**src/rtl/prism_bus_pkg.sv**
```systemverilog
// Shared AHB-Lite encodings, digit-bridge state encoding and byte-lane masks.
// The ERR1/ERR2 states exist only when DIGIT_BRIDGE_ERR_RESP_EN is defined.
package prism_bus_pkg;

  localparam logic [1:0] HTRANS_IDLE   = 2'b00;
  localparam logic [1:0] HTRANS_BUSY   = 2'b01;
  localparam logic [1:0] HTRANS_NONSEQ = 2'b10;
  localparam logic [1:0] HTRANS_SEQ    = 2'b11;

  localparam logic [2:0] HSIZE_BYTE = 3'd0;
  localparam logic [2:0] HSIZE_HALF = 3'd1;
  localparam logic [2:0] HSIZE_WORD = 3'd2;

  localparam logic HRESP_OKAY  = 1'b0;
  localparam logic HRESP_ERROR = 1'b1;

  localparam logic [3:0] LANE_NONE  = 4'b0000;
  localparam logic [3:0] LANE_BYTE0 = 4'b0001;
  localparam logic [3:0] LANE_HALF0 = 4'b0011;
  localparam logic [3:0] LANE_WORD  = 4'b1111;

  typedef enum logic [2:0] {
    ST_IDLE     = 3'd0,
    ST_WR_DATA  = 3'd1,
    ST_RD_DATA  = 3'd2,
`ifdef DIGIT_BRIDGE_ERR_RESP_EN
    ST_RD_STALL = 3'd3,
    ST_ERR1     = 3'd4,
    ST_ERR2     = 3'd5
`else
    ST_RD_STALL = 3'd3
`endif
  } bridge_state_t;

endpackage

```
**src/rtl/ahb_digit_bridge_if.sv**
```systemverilog
// AHB-Lite slave-side signal bundle for the digit bridge.
interface ahb_digit_bridge_if;
  logic        HSEL;
  logic [31:0] HADDR;
  logic [1:0]  HTRANS;
  logic [2:0]  HSIZE;
  logic        HWRITE;
  logic [31:0] HWDATA;
  logic        HREADY;
  logic        HREADYOUT;
  logic [31:0] HRDATA;
  logic        HRESP;

  modport master (
    output HSEL, HADDR, HTRANS, HSIZE, HWRITE, HWDATA, HREADY,
    input  HREADYOUT, HRDATA, HRESP
  );

  modport slave (
    input  HSEL, HADDR, HTRANS, HSIZE, HWRITE, HWDATA, HREADY,
    output HREADYOUT, HRDATA, HRESP
  );
endinterface

```
**src/rtl/byte_lane_decode.sv**
```systemverilog
// Combinational AHB size/offset to byte-lane mask decode, shared by bus peripherals.
// Misaligned half/word accesses and sizes wider than a word yield mask 0 and illegal=1.
module byte_lane_decode
  import prism_bus_pkg::*;
(
  input  logic [2:0] hsize,
  input  logic [1:0] addr_lo,
  output logic [3:0] mask,
  output logic       illegal
);

  always_comb begin
    mask    = LANE_NONE;
    illegal = 1'b0;
    case (hsize)
      HSIZE_BYTE: mask = LANE_BYTE0 << addr_lo;
      HSIZE_HALF: begin
        if (addr_lo[0]) illegal = 1'b1;
        else            mask = LANE_HALF0 << {addr_lo[1], 1'b0};
      end
      HSIZE_WORD: begin
        if (addr_lo != 2'b00) illegal = 1'b1;
        else                  mask = LANE_WORD;
      end
      default: illegal = 1'b1;
    endcase
  end

endmodule

```
**src/rtl/ahb_digit_bridge.sv**
```systemverilog
// AHB-Lite slave bridge in front of the 7-segment digit register block.
// Define DIGIT_BRIDGE_ERR_RESP_EN to answer out-of-range/illegal transfers with a two-cycle ERROR.
module ahb_digit_bridge
  import prism_bus_pkg::*;
#(
  parameter int ADDR_W = 8,
  parameter int DEPTH  = 2
) (
  input  logic               clk,
  input  logic               rst,
  ahb_digit_bridge_if.slave  bus,
  output logic [ADDR_W-1:0]  addrIn,
  output logic [3:0]         sizeDecode,
  output logic [31:0]        dataIn,
  output logic [ADDR_W-1:0]  addrOut,
  input  logic [31:0]        dataOut
);

  localparam int unsigned DEPTH_U = DEPTH;

  bridge_state_t     state_reg;
  logic [ADDR_W-1:0] idx_reg;
  logic [ADDR_W-1:0] rd_idx_reg;
  logic [3:0]        mask_reg;
  logic              bad_reg;
  logic              hreadyout_reg;

  logic              valid;
  logic [ADDR_W-1:0] idx_now;
  logic [3:0]        lane_mask;
  logic              illegal_now;
  logic              oor_now;
  logic              bad_now;
  logic              raw_hazard;
  logic              unused_bits;

  byte_lane_decode u_lane (
    .hsize   (bus.HSIZE),
    .addr_lo (bus.HADDR[1:0]),
    .mask    (lane_mask),
    .illegal (illegal_now)
  );

  assign valid       = bus.HSEL & bus.HREADY & bus.HTRANS[1];
  assign idx_now     = bus.HADDR[ADDR_W+1:2];
  assign oor_now     = (32'(idx_now) >= DEPTH_U);
  assign bad_now     = oor_now | illegal_now;
  assign unused_bits = ^{bus.HADDR[31:ADDR_W+2], bus.HTRANS[0]};

  // A read of the word being written this cycle would see the pre-write value
  // through the registered read port, so it is held for one extra cycle.
  assign raw_hazard = (state_reg == ST_WR_DATA) && !bad_reg &&
                      (mask_reg != LANE_NONE) && (idx_now == idx_reg);

`ifdef DIGIT_BRIDGE_ERR_RESP_EN
  logic hresp_reg;
  assign bus.HRESP = hresp_reg;
`else
  assign bus.HRESP = HRESP_OKAY;
`endif

  always_ff @(posedge clk or posedge rst) begin
    if (rst) begin
      state_reg     <= ST_IDLE;
      idx_reg       <= '0;
      rd_idx_reg    <= '0;
      mask_reg      <= LANE_NONE;
      bad_reg       <= 1'b0;
      hreadyout_reg <= 1'b1;
`ifdef DIGIT_BRIDGE_ERR_RESP_EN
      hresp_reg     <= HRESP_OKAY;
`endif
    end else begin
      hreadyout_reg <= 1'b1;
`ifdef DIGIT_BRIDGE_ERR_RESP_EN
      hresp_reg     <= HRESP_OKAY;
`endif
      case (state_reg)
        ST_RD_STALL: state_reg <= ST_RD_DATA;
`ifdef DIGIT_BRIDGE_ERR_RESP_EN
        ST_ERR1: begin
          state_reg <= ST_ERR2;
          hresp_reg <= HRESP_ERROR;
        end
`endif
        default: begin
          if (valid) begin
            idx_reg  <= idx_now;
            mask_reg <= lane_mask;
            bad_reg  <= bad_now;
            if (!bus.HWRITE) rd_idx_reg <= idx_now;
          end
          if (!valid) begin
            state_reg <= ST_IDLE;
          end
`ifdef DIGIT_BRIDGE_ERR_RESP_EN
          else if (bad_now) begin
            state_reg     <= ST_ERR1;
            hreadyout_reg <= 1'b0;
            hresp_reg     <= HRESP_ERROR;
          end
`endif
          else if (bus.HWRITE) begin
            state_reg <= ST_WR_DATA;
          end else if (raw_hazard) begin
            state_reg     <= ST_RD_STALL;
            hreadyout_reg <= 1'b0;
          end else begin
            state_reg <= ST_RD_DATA;
          end
        end
      endcase
    end
  end

  assign bus.HREADYOUT = hreadyout_reg;
  assign bus.HRDATA    = (state_reg == ST_RD_DATA && !bad_reg) ? dataOut : 32'h0;

  // Lane enables come straight from state so an async reset drops them at once.
  assign sizeDecode = (state_reg == ST_WR_DATA && !bad_reg) ? mask_reg : LANE_NONE;
  assign addrIn     = idx_reg;
  assign dataIn     = bus.HWDATA;
  assign addrOut    = (valid && !bus.HWRITE) ? idx_now : rd_idx_reg;

endmodule

```
**src/flat_wrapper.sv**
```systemverilog
// flat-port wrapper written by rule: the top's interface ports become plain ports
module ahb_digit_bridge_flat import prism_bus_pkg::*;
#(
  parameter int ADDR_W = 8,
  parameter int DEPTH  = 2
)
  (clk, rst, addrIn, sizeDecode, dataIn, addrOut, dataOut, bus_HSEL, bus_HADDR, bus_HTRANS, bus_HSIZE, bus_HWRITE, bus_HWDATA, bus_HREADY, bus_HREADYOUT, bus_HRDATA, bus_HRESP);
  ahb_digit_bridge_if bus_i ();
  input  logic clk;
  input  logic rst;
  output logic [ADDR_W-1:0] addrIn;
  output logic [3:0] sizeDecode;
  output logic [31:0] dataIn;
  output logic [ADDR_W-1:0] addrOut;
  input  logic [31:0] dataOut;
  input wire logic [$bits(bus_i.HSEL)-1:0] bus_HSEL;
  input wire logic [$bits(bus_i.HADDR)-1:0] bus_HADDR;
  input wire logic [$bits(bus_i.HTRANS)-1:0] bus_HTRANS;
  input wire logic [$bits(bus_i.HSIZE)-1:0] bus_HSIZE;
  input wire logic [$bits(bus_i.HWRITE)-1:0] bus_HWRITE;
  input wire logic [$bits(bus_i.HWDATA)-1:0] bus_HWDATA;
  input wire logic [$bits(bus_i.HREADY)-1:0] bus_HREADY;
  output wire logic [$bits(bus_i.HREADYOUT)-1:0] bus_HREADYOUT;
  output wire logic [$bits(bus_i.HRDATA)-1:0] bus_HRDATA;
  output wire logic [$bits(bus_i.HRESP)-1:0] bus_HRESP;
  assign bus_i.HSEL = bus_HSEL;
  assign bus_i.HADDR = bus_HADDR;
  assign bus_i.HTRANS = bus_HTRANS;
  assign bus_i.HSIZE = bus_HSIZE;
  assign bus_i.HWRITE = bus_HWRITE;
  assign bus_i.HWDATA = bus_HWDATA;
  assign bus_i.HREADY = bus_HREADY;
  assign bus_HREADYOUT = bus_i.HREADYOUT;
  assign bus_HRDATA = bus_i.HRDATA;
  assign bus_HRESP = bus_i.HRESP;
  ahb_digit_bridge #(.ADDR_W(ADDR_W), .DEPTH(DEPTH)) u_core (.clk(clk), .rst(rst), .bus(bus_i), .addrIn(addrIn), .sizeDecode(sizeDecode), .dataIn(dataIn), .addrOut(addrOut), .dataOut(dataOut));
endmodule
```
**config.mk**
```make
export PLATFORM = sky130hd
export DESIGN_NAME = ahb_digit_bridge_flat
export DESIGN_NICKNAME = d
export VERILOG_FILES = /design/src/rtl/prism_bus_pkg.sv /design/src/rtl/ahb_digit_bridge_if.sv /design/src/rtl/byte_lane_decode.sv /design/src/rtl/ahb_digit_bridge.sv /design/src/flat_wrapper.sv
export SDC_FILE = /design/constraint.sdc
export NUM_CORES = 1
export LEC_CHECK = 0
export CORE_MARGIN = 8
export CORE_UTILIZATION = 30
export CTS_CLUSTER_DIAMETER = 30
export DETAILED_ROUTE_END_ITERATION = 10
export PLACE_DENSITY = 0.95
export SYNTH_ARGS = -nofsm -noshare
export SYNTH_HDL_FRONTEND = slang
export SYNTH_SLANG_ARGS = --single-unit
```
**constraint.sdc**
```tcl
create_clock -name clk -period 3.1 [get_ports clk]
set_clock_uncertainty 0.05 [all_clocks]
set_input_delay 0.62 -clock clk [delete_from_list [all_inputs] [get_ports clk]]
set_output_delay 0.62 -clock clk [all_outputs]
set_load 0.1 [all_outputs]
```
; Yosys cells after proc, flatten, opt, wreduce, memory -nomap -nowiden
; Cells that the tools add are included.
[op_classes]
magnitude_cmp = 1
n_eq_ne = 6
shifts = 2
n_mux = 17
bitwise_logic = 5
reduce_logical = 12
[op_table]
columns = cell, n
row1 = 32-bit two-way mux, 1
row2 = 4-bit two-way mux, 3
row3 = 4-bit case mux with 3 select lines, 1
row4 = "3-bit by 2-bit equality test with 1-bit output, second input constant", 3
row5 = 3-bit two-way mux, 3
row6 = 8-bit equality test, 1
row7 = "8-bit by 2-bit >= comparator with 1-bit output, second input constant", 1
row8 = 8-bit two-way mux, 1
row9 = 1-bit two-way mux, 7
row10 = "3-bit by 1-bit equality test with 1-bit output, second input constant", 2
row11 = 1-bit logical AND, 5
row12 = 4-bit nonzero test, 1
row13 = "1-bit by 2-bit << shifter with 4-bit output, first input constant", 1
row14 = "2-bit by 2-bit << shifter with 4-bit output, first input constant", 1
row15 = 3-bit zero test, 1
row16 = 1-bit case mux with 3 select lines, 1
row17 = 3-bit AND reduction, 1
row18 = 1-bit bitwise AND, 2
row19 = 1-bit zero test, 2
row20 = 1-bit NOT, 2
row21 = 2-bit AND reduction, 1
row22 = 2-bit nonzero test, 1
row23 = 1-bit OR, 1
[word_totals]
regBits = 25
input_bits = 106
word_cells = 49

; Depth between registers and ports, before layout
; Gate-level depths: netlist of the first run.
[depth]
word_depth = 8
mapped_depth = 6
depth_no_buf = 4

; Hierarchy
; From an unflattened synthesis of the first run, not the netlist that was laid out.
[hier_totals]
cells_unflattened = 165
hier_area_um2 = 1729.2
[modules_own_cells]
columns = mod, instances, cells_per_inst, area_per_inst_um2, seq_area_each_um2
row1 = ahb_digit_bridge, 1, 152, 1626.6, 601.8
row2 = byte_lane_decode, 1, 13, 102.6, 0.0

; Least setup slack after synthesis of the first run
; OpenSTA, ideal clock, no wires.
[synth_path]
kind = register to output
start = register u_core.state_reg[0]
end = output bus_HRDATA[10]
arrival_time_ns = 1.715
t_required_ns = 2.430
slack_ns = 0.715
stages_incl_launch_ff = 4
n_path_buf = 1
path_cell_list = dfrtp_1 nor3b_1 clkbuf_1 and2_1
[synth_between]
elab_chain_cells = 3
[synth_lines]
columns = item, line_no
row1 = from (decl), ahb_digit_bridge.sv:21  ; bridge_state_t state_reg;
row2 = from (signal assigned), ahb_digit_bridge.sv:64  ; state_reg <= ST_IDLE;
row3 = from (signal assigned), ahb_digit_bridge.sv:79  ; ST_RD_STALL: state_reg <= ST_RD_DATA;
row4 = from (signal assigned), ahb_digit_bridge.sv:94  ; state_reg <= ST_IDLE;
row5 = 3-bit by 2-bit equality test with 1-bit output, ahb_digit_bridge.sv:117  ; assign bus.HRDATA = (state_reg == ST_RD_DATA && !bad_reg) ? dataOut : 32'h0;
row6 = 1-bit logical AND, ahb_digit_bridge.sv:117
row7 = 32-bit two-way mux, ahb_digit_bridge.sv:117
row8 = to (decl), flat_wrapper.sv:24  ; output wire logic [$bits(bus_i.HRDATA)-1:0] bus_HRDATA;
; Every way passes these cells.

; Final worst setup path of the first run
[layout_path]
start = input bus_HSEL
end = output addrOut[3]
[layout_between]
elab_chain_cells = 4
[layout_lines]
columns = item, line_no
row1 = from (decl), flat_wrapper.sv:16  ; input wire logic [$bits(bus_i.HSEL)-1:0] bus_HSEL;
row2 = 1-bit bitwise AND (2 in series), ahb_digit_bridge.sv:44  ; assign valid = bus.HSEL & bus.HREADY & bus.HTRANS[1];
row3 = 1-bit logical AND, ahb_digit_bridge.sv:123  ; assign addrOut = (valid && !bus.HWRITE) ? idx_now : rd_idx_reg;
row4 = 8-bit two-way mux, ahb_digit_bridge.sv:123
row5 = to (decl), flat_wrapper.sv:14  ; output logic [ADDR_W-1:0] addrOut;
; Every way passes these cells.

==> run metrics, run 1 <==
HPWL after DPL=4.22 mm; synthesized cell area=0.00173 sq mm; Design Area, Final=0.00259 sq mm; H-tree Lvls=1; EDFF count, synth=0; largest stage delay on the critical path=0.42 ns; VDD IR max=0.455 mV; hold buffer count at cts=0; WP data required=2.43 ns; all-layer global routing usage=0.110; ANT cells=0; Cells after DPL=307; sequential share of the synthesized area=0.348; Port Buf Inserts=103; CTS Buf Count=3; first-pass GRT wire length=7.85 mm; largest net degree at the start of global routing=33; final non-filler cell total=311; layout cells sized above 1=0.356; Cells after Synth=171; max-slew violations=0; initial antenna violation count=0; DRT Wirelength=4.98 mm; Least-Margin Pin Slew=0.900 ns; drt first pass iters=4; Avg Cell Area, Syn=10.1 sq um; CP max stage cell=mux2_2; synth unique cells=33; power density cells=513 mW/mm^2; Ports=192; met2 usage in global routing=0.192; DRC=0; Worst Hold Class=flip-flop to flip-flop; Max transition margin=0.399; synthesis-stage register bit count=24; Syn-to-layout area delta=49.3%; DP Area=0.00254 sq mm; Final Net Count=346; post-synthesis async set-or-reset flop share=1.00; Resized cells post-CTS=0; Final GP Congestion=0.759; crit path launch type=primary input; fin crit share=0.913; setup TNS=0 ns; status=finished, final reports clean; main flop type after synthesis=dfrtp_1; Final Total Pwr=1.33 mW; Top Usage Layer GRT=met2; leakage=1.20 nW; Final ANT Viol Nets=0; Initial DRC Count=34; Sink Count=24; DR WL/cell=16.0 microns; Die Area=0.00846 sq mm; Die Width=92.0 microns; clock slew at reported path FFs=0.08 ns; M3 GR Usage=0.0465; CP max FO=10; CTS Root Cell=clkbuf_8; clk buf depth=2; M1 GR Usage=0.119; CTS tree=built; Worst-Skew Late Latency=0.26 ns; total number of vias=1,425; # rows=27; Synthesized Nets=277; crit end category=primary output; total congestion overflow=0; maxcap violations=0; Synth warnings=0; Fmax achieved=353 MHz; die outline height=92.0 microns; CP Class=primary input to primary output; Vias per Instance=4.58; core area=0.00554 sq mm; CP Data Arrival Time=2.16 ns; crit path time final=2.83 ns; Fin Hold WS=0.457 ns; Final setup viols=0; number of setup buffers added after CTS=0; Hold Fails Final Rpt=0; crit-path cells=clkdlybuf4s50_1 -> nand3_1 -> or2_1 -> mux2_2 -> buf_12; initial core utilization=0.313; RSZ-0062 raised after global routing=no; vias in the first global route=1,502
cell type report:
| class | count | area [sq um] |
|---|---|---|
| fillers | 524 | 2950 |
| repair buffers | 104 | 1010 |
| multi-input cells | 106 | 840 |
| flip-flops and latches | 24 | 602 |
| well taps | 72 | 90.1 |
| clock buffers | 4 | 45.0 |
| inverters | 1 | 3.75 |
logic make-up (layout without fill, tap and decap cells):
group / after synthesis / after routing / share of synthesized area
AO/OA/AOI/OAI: 13 / 13 / 0.0542
XOR/XNOR: 9 / 9 / 0.0455
buffers and inverters: 41 / 109 / 0.171
flip-flops: 24 / 24 / 0.348
multiplexers: 24 / 24 / 0.173
other: 1 / 1 / 0.00217
AND/OR/NAND/NOR: 59 / 59 / 0.207
cells in the final DEF (no fill, tap or decap), types with 2 or more instances in the layout:
cell type,synthesis,layout
clkbuf_8,0,3
o21ai_0,4,4
nand2b_1,2,2
xor2_1,3,3
dfrtp_1,23,23
and2_1,36,36
clkdlybuf4s50_1,0,50
nand4_1,2,2
buf_4,33,46
mux2_2,16,16
a21oi_1,2,2
buf_12,0,8
nand2_1,7,7
nor4_1,3,3
xnor2_1,6,6
mux2_4,8,8
o41ai_1,2,2
per-layer routing:
metal | vias to the layer above | part of all wire
li1 | 674 | -
met1 | 662 | 0.40
met2 | 81 | 0.49
met3 | 8 | 0.094
met4 | 0 | 0.019
met5 | - | 0
power breakdown:
group | switching (mW) | internal, mW | leakage, nW
Combinational | 0.476 | 0.266 | 0.886
Sequential | 0.0387 | 0.363 | 0.295
Clock | 0.0906 | 0.0915 | 0.0228
worst paths after layout:
path | startpoint | to | slack [ns] | depth (start not counted)
min in group asynchronous | rst | u_core.rd_idx_reg[1]$_DFFE_PP0P_ | 0.80 | 2
worst max-delay path | bus_HSEL | addrOut[3] | 0.27 | 5
worst min-delay path | u_core.mask_reg[2]$_DFFE_PP0P_ | u_core.mask_reg[2]$_DFFE_PP0P_ | 0.46 | 2
worst max register to register | u_core.state_reg[1]$_DFF_PP0_ | u_core.state_reg[0]$_DFF_PP0_ | 1.40 | 4
max in group asynchronous | rst | u_core.addrIn[5]$_DFFE_PP0P_ | 1.65 | 2
worst min register to register | u_core.mask_reg[2]$_DFFE_PP0P_ | u_core.mask_reg[2]$_DFFE_PP0P_ | 0.46 | 2
worst max-delay path, delay by kind of cell:
family	cells	cell delay [ns]
buf+inv	2	0.57
mux	1	0.42
simple gates	2	0.54
through the flow:
step	util	setup slack (ns)
3_5_place_dp	0.459	0.286
3_3_place_gp	0.459	0.299
5_1_grt	0.467	0.208
4_1_cts	0.467	0.284
2_1_floorplan	-	0.715
6_report	0.467	0.269
synth_stat cells (2+ instances only):
library cell   n  share of area
a21oi_1        2         0.0058
and2_1        36           0.13
buf_2          2         0.0058
buf_4         33           0.14
buf_6          2          0.013
clkbuf_1       3         0.0065
dfrtp_1       23           0.33
mux2_2        16           0.10
mux2_4         8          0.069
nand2_1        7          0.015
nand2b_1       2         0.0072
nand4_1        2         0.0072
nor3b_1        2         0.0087
nor4_1         3          0.011
o21ai_0        4          0.012
o41ai_1        2          0.010
xnor2_1        6          0.030
xor2_1         3          0.015
Power figures use the tool's default switching activity.
==> run 2, diff against run 1 <==
--- a/config.mk
+++ b/config.mk
@@ -5,7 +5,7 @@
 export SDC_FILE = /design/constraint.sdc
 export NUM_CORES = 1
 export LEC_CHECK = 0
-export CORE_MARGIN = 8
+export CAP_MARGIN = 40
 export CORE_UTILIZATION = 30
 export CTS_CLUSTER_DIAMETER = 30
 export DETAILED_ROUTE_END_ITERATION = 10
==> run 2 against run 1 <==
Effect of this change:
- critical path depth is the same
- clock power grew 52%
- first-iteration DRC count shrank 68%
- routed wire length shrank 16%
- non-clock buffer count grew 1
- final area grew 1.6%
- sequential share of layout area shrank 0.37 points
- combinational power is essentially flat
- final cell count grew 0.32%
- global-route usage grew 2.5 points
- critical path type unchanged
- critical endpoint unchanged
==> run metrics, run 2 (synthesis gave the netlist of run 1 again) <==
status=finished, final reports clean (unchanged); Fmax achieved=353 MHz (about the same); Max transition margin=0.485 (was 0.399); Initial DRC Count=11 (was 34); delay-heaviest family, CP=buffers and inverters (unchanged); Port Buf Inserts=103 (unchanged); DRT Wirelength=4.21 mm (was 4.98 mm); Hold Fails Final Rpt=0 (unchanged); PnR worst setup slack=0.268 ns (was 0.269 ns); total number of vias=1,423 (was 1,425); CTS tree=built (unchanged); drt first pass iters=4 (unchanged); fin crit share=0.914 (was 0.913); initial antenna violation count=0 (unchanged); crit path launch type=primary input (unchanged); Sink Count=24 (unchanged); H-tree Lvls=1 (unchanged); total congestion overflow=0 (unchanged); Resized cells post-CTS=0 (unchanged); maxcap violations=0 (unchanged); r2r startpoint=u_core.state_reg[0]$_DFF_PP0_ (was u_core.state_reg[1]$_DFF_PP0_); DR WL/cell=13.5 microns (was 16.0 microns); WP buf/inv=2 (unchanged); Final ANT Viol Nets=0 (unchanged); CTS Root Cell=clkbuf_8 (unchanged); Ports=192 (unchanged); max-slew violations=0 (unchanged); clk buf depth=2 (unchanged); setup TNS=0 ns (unchanged); wire length on met3=329 microns (was 469 microns); Syn-to-layout area delta=51.7% (was 49.3%); ANT cells=0 (unchanged); WHS Path Cells=2 (unchanged); Hold Startpoint=u_core.mask_reg[0]$_DFFE_PP0P_ (was u_core.mask_reg[2]$_DFFE_PP0P_); CP max FO=10 (unchanged); Worst-Skew Late Latency=0.27 ns (was 0.26 ns); # rows=27 (unchanged); Hold Path End=u_core.mask_reg[0]$_DFFE_PP0P_ (was u_core.mask_reg[2]$_DFFE_PP0P_); Final Net Count=347 (was 346); crit end category=primary output (unchanged); vias in the first global route=1,324 (was 1,502); first-pass GRT wire length=6.38 mm (was 7.85 mm); DRC=0 (unchanged); leakage=1.22 nW (was 1.20 nW); Worst Hold Class=flip-flop to flip-flop (unchanged); WP data required=2.43 ns (about the same); Crit. Startpoint=bus_HTRANS[1] (was bus_HSEL); largest stage delay on the critical path=0.46 ns (was 0.42 ns); clock slew at reported path FFs=0.09 ns (was 0.08 ns); initial core utilization=0.313 (unchanged); worst reg2reg path depth=3 (was 4); Fillers=512 (was 524); Vias per Instance=4.56 (was 4.58); CP Data Arrival Time=2.16 ns (about the same); Final setup viols=0 (unchanged); core area=0.00554 sq mm (unchanged); RSZ-0062 raised after global routing=no (unchanged); hold buffer count at cts=0 (unchanged); CP max stage cell=clkdlybuf4s50_1 (was mux2_2); CP Class=primary input to primary output (unchanged); met1 wire length=1.67 mm (was 1.98 mm); most frequent cells in the layout=clkdlybuf4s50_1 (50), buf_4 (46), and2_1 (36) (unchanged); HPWL after DPL=3.38 mm (was 4.22 mm); largest net degree at the start of global routing=33 (unchanged); Post-Place Worst Slack=0.265 ns (was 0.286 ns); power density cells=540 mW/mm^2 (was 513 mW/mm^2); met2 WL post-DR=2.13 mm (was 2.43 mm); Worst R2R Setup Slack=1.40 ns (about the same); VDD IR max=0.481 mV (was 0.455 mV); number of setup buffers added after CTS=0 (unchanged); all-layer global routing usage=0.135 (was 0.110); Final GP Congestion=0.805 (was 0.759); commonest non-fill, non-tap cell in the layout=clkdlybuf4s50_1 (unchanged); Die Area=0.00608 sq mm (was 0.00846 sq mm); crit-path cells=clkdlybuf4s50_1 -> nand3_1 -> or2_1 -> mux2_2 -> buf_12 (unchanged); Least-Margin Pin Slew=0.773 ns (was 0.900 ns); CTS Buf Count=3 (unchanged); layout cells sized above 1=0.363 (was 0.356); die outline height=78.0 microns (was 92.0 microns); RR Endpoint=u_core.addrIn[4]$_DFFE_PP0P_ (was u_core.state_reg[0]$_DFF_PP0_); Die Width=78.0 microns (was 92.0 microns); top routing layer in use=met4 (unchanged); crit path time final=2.83 ns (about the same)
==> run 2: cell types whose count changed in the layout (fill, tap and decap cells not counted) <==
cell / delta
buf_8: +1
bufinv_16: +1
clkbuf_1: -1
==> run 2: routing by layer <==
metal	GRT usage	vias to the layer above
met5	0	-
met4	0.0593	0
met3	0.0365	9
met2	0.232	75
met1	0.157	663
li1	-	676
==> run 2: stage by stage <==
step	util	hold slack [ns]	cell area, sq um	total power, mW	std cells
6_report	0.474	0.452	2630	1.42	312
2_1_floorplan	-	0.398	1730	1.09	171
3_5_place_dp	0.461	0.438	2560	1.15	308
5_1_grt	0.474	0.474	2630	1.46	312
3_3_place_gp	0.459	0.429	2540	1.14	307
4_1_cts	0.474	0.460	2630	1.43	312
==> run 2: report_power, final <==
group	total (mW)	switching, mW	internal, mW
clock network	0.277	0.104	0.173
logic	0.743	0.475	0.268
registers	0.400	0.0373	0.363
total	1.42	0.616	0.804
==> run 2: layout make-up <==
class,count,area (sq um),area share
repair buffers,105,1020,0.389
multi-input cells,106,840,0.320
flip-flops and latches,24,602,0.229
well taps,72,90.1,0.0343
clock buffers,3,41.3,0.0157
clock inverters,1,30.0,0.0114
inverters,1,3.75,0.00143
==> run 2: worst max path at each step <==
stage,cells past startpoint,slack (ns),to
finish,5,0.27,addrOut[3]
global route,5,0.22,addrOut[1]
CTS,5,0.26,addrOut[3]
detailed placement,5,0.27,addrOut[6]
global placement,5,0.27,addrOut[1]
floorplan,3,0.71,bus_HRDATA[10]
==> run 2: worst min-delay path, cell delays in order, from the launching register on <==
cell and delay (ns):
dfrtp_1 0.36, nand2_1 0.05, o21ai_0 0.06
==> RTL change: new RTL, flow settings as in run 1 <==
Re-encode `bridge_state_t` (4 states) as one-hot, 4 bits wide.
--- a/src/rtl/prism_bus_pkg.sv
+++ b/src/rtl/prism_bus_pkg.sv
@@ -19,16 +19,16 @@
   localparam logic [3:0] LANE_HALF0 = 4'b0011;
   localparam logic [3:0] LANE_WORD  = 4'b1111;
 
-  typedef enum logic [2:0] {
-    ST_IDLE     = 3'd0,
-    ST_WR_DATA  = 3'd1,
-    ST_RD_DATA  = 3'd2,
+  typedef enum logic [3:0] {
+    ST_IDLE     = 4'b0001,
+    ST_WR_DATA  = 4'b0010,
+    ST_RD_DATA  = 4'b0100,
 `ifdef DIGIT_BRIDGE_ERR_RESP_EN
     ST_RD_STALL = 3'd3,
     ST_ERR1     = 3'd4,
     ST_ERR2     = 3'd5
 `else
-    ST_RD_STALL = 3'd3
+    ST_RD_STALL = 4'b1000
 `endif
   } bridge_state_t;
 
Function: same outputs for any inputs over 10 cycles, from zero or initial values and one cycle with rst high; not proved beyond that.
==> RTL change against run 1 <==
  * Worst setup slack gained 0.042 ns
  * Combinational power shrank 12%
  * Utilization grew 4.2 points
  * Via count grew 11%
  * Synthesized area grew 4.2%
  * Maximum frequency grew 1.5%
  * Hold slack lost 0.021 ns
  * Sequential cell count grew 2
  * Routed wire length grew 18%
  * Total power shrank 5.3%
  * Final area grew 15%
  * Synthesized cell count grew 18%
  * Cell count grew 11%
  * Die area grew 3.5%
  * Critical endpoint is now addrOut[5]
==> RTL change: results <==
group,metric,value,unit
outcome,status,"finished, final reports clean",
detailed_routing,drt_iter0_markers,47,
logic_synthesis,syn-num-nets,307,
logic_synthesis,ys_top_cells_by_area,"dfrtp_1, buf_4, and2_1, mux2_2, nand2_1",
sta,hold_slack,0.436,ns
grt,grt_pass1_vias,1749,
power,leakagePower,1.32,nW
setup_path,worst_r2r_endpoint,"u_core.mask_reg[3]",
sta,worst_pin_slew,0.977,ns
final_layout,nNetsFinal,378,
placed_design,dp.cells,342,
logic_synthesis,ys_seq_area_share,36.2,%
placed_design,place_area,0.00294,mm^2
setup_path,arrival,2.12,ns
clock_network,cts_buffer_depth,2,
logic_synthesis,synth_xor_area_share,4.37,%
placed_design,dpl.hpwl,4.93,mm
logic_synthesis,synth_common_cells,"and2_1, buf_4, nand2_1",
min_path,whs_endpoint,"u_core.bad_reg",
grt,grt_first_pass_wirelength,9.25,mm
setup_path,rr_worst_depth,4,
logic_synthesis,yosysUniqueCellTypes,29,
detailed_routing,wl_met1,2.14,mm
detailed_routing,routed_wl,5.86,mm
sta,fmax,358,MHz
grt,track_usage,13.2,%
placed_design,pre_cts_ws,0.303,ns
final_layout,n_fill_cell,507,
detailed_routing,met3_length,598,um
power,ir_drop,0.540,mV
setup_path,reg2reg_slack,1.22,ns
detailed_routing,dr_total_vias,1585,
final_layout,fin_cells,345,
logic_synthesis,netlist_instances,201,
logic_synthesis,synth_mux_area_share,10.6,%
placed_design,place.gp.congestion,0.846,
detailed_routing,met2WireLength,3.04,mm
min_path,hold_path.class,"reg -> reg",
## RTL change: cell count changes after synthesis, sizes merged, moves of 2 or more
cell   delta
nor3      +2
nand3     +2
xor2      +5
nand2    +25
nand4     -2
nor3b     -2
xnor2     -5
mux2      -7
nor2      +9
and2      +3
## RTL change: worst max-delay path, stage by stage
cell	delay, ns
clkdlybuf4s50_1	0.46
nand3_1	0.13
or2_0	0.22
buf_4	0.19
mux2_2	0.31
buf_12	0.17
## RTL change: area by class of cell
| cell class | count | area [um^2] | share of cell area, % |
|---|---|---|---|
| Sequential cell | 26 | 653 | 21.9 |
| Clock buffer | 3 | 41.3 | 1.39 |
| Multi-Input combinational cell | 133 | 862 | 28.9 |
| Tap cell | 75 | 93.8 | 3.15 |
| Inverter | 2 | 7.51 | 0.252 |
| Timing Repair Buffer | 106 | 1320 | 44.4 |
## RTL change: worst max-delay path by stage
stage	from	to	depth (start not counted)
finish	bus_HTRANS[1]	addrOut[5]	6
global route	bus_HTRANS[1]	addrOut[5]	6
CTS	bus_HTRANS[1]	addrOut[5]	6
detailed placement	bus_HTRANS[1]	addrOut[3]	6
global placement	bus_HTRANS[1]	addrOut[2]	6
floorplan	u_core.bad_reg	bus_HRDATA[10]	5
## RTL change: layer usage
metal / vias to the layer above / GRT usage (%)
met1: 722 / 13.5
met3: 12 / 4.81
met4: 0 / 3.96
li1: 757 / -
met5: - / 0
met2: 94 / 24.3
## RTL change: power breakdown
| part | internal [mW] | leakage [nW] | total, mW | switching (mW) |
|---|---|---|---|---|
| clock | 0.0869 | 0.0216 | 0.185 | 0.0982 |
| sequential | 0.386 | 0.324 | 0.421 | 0.0349 |
| combinational | 0.232 | 0.979 | 0.650 | 0.418 |
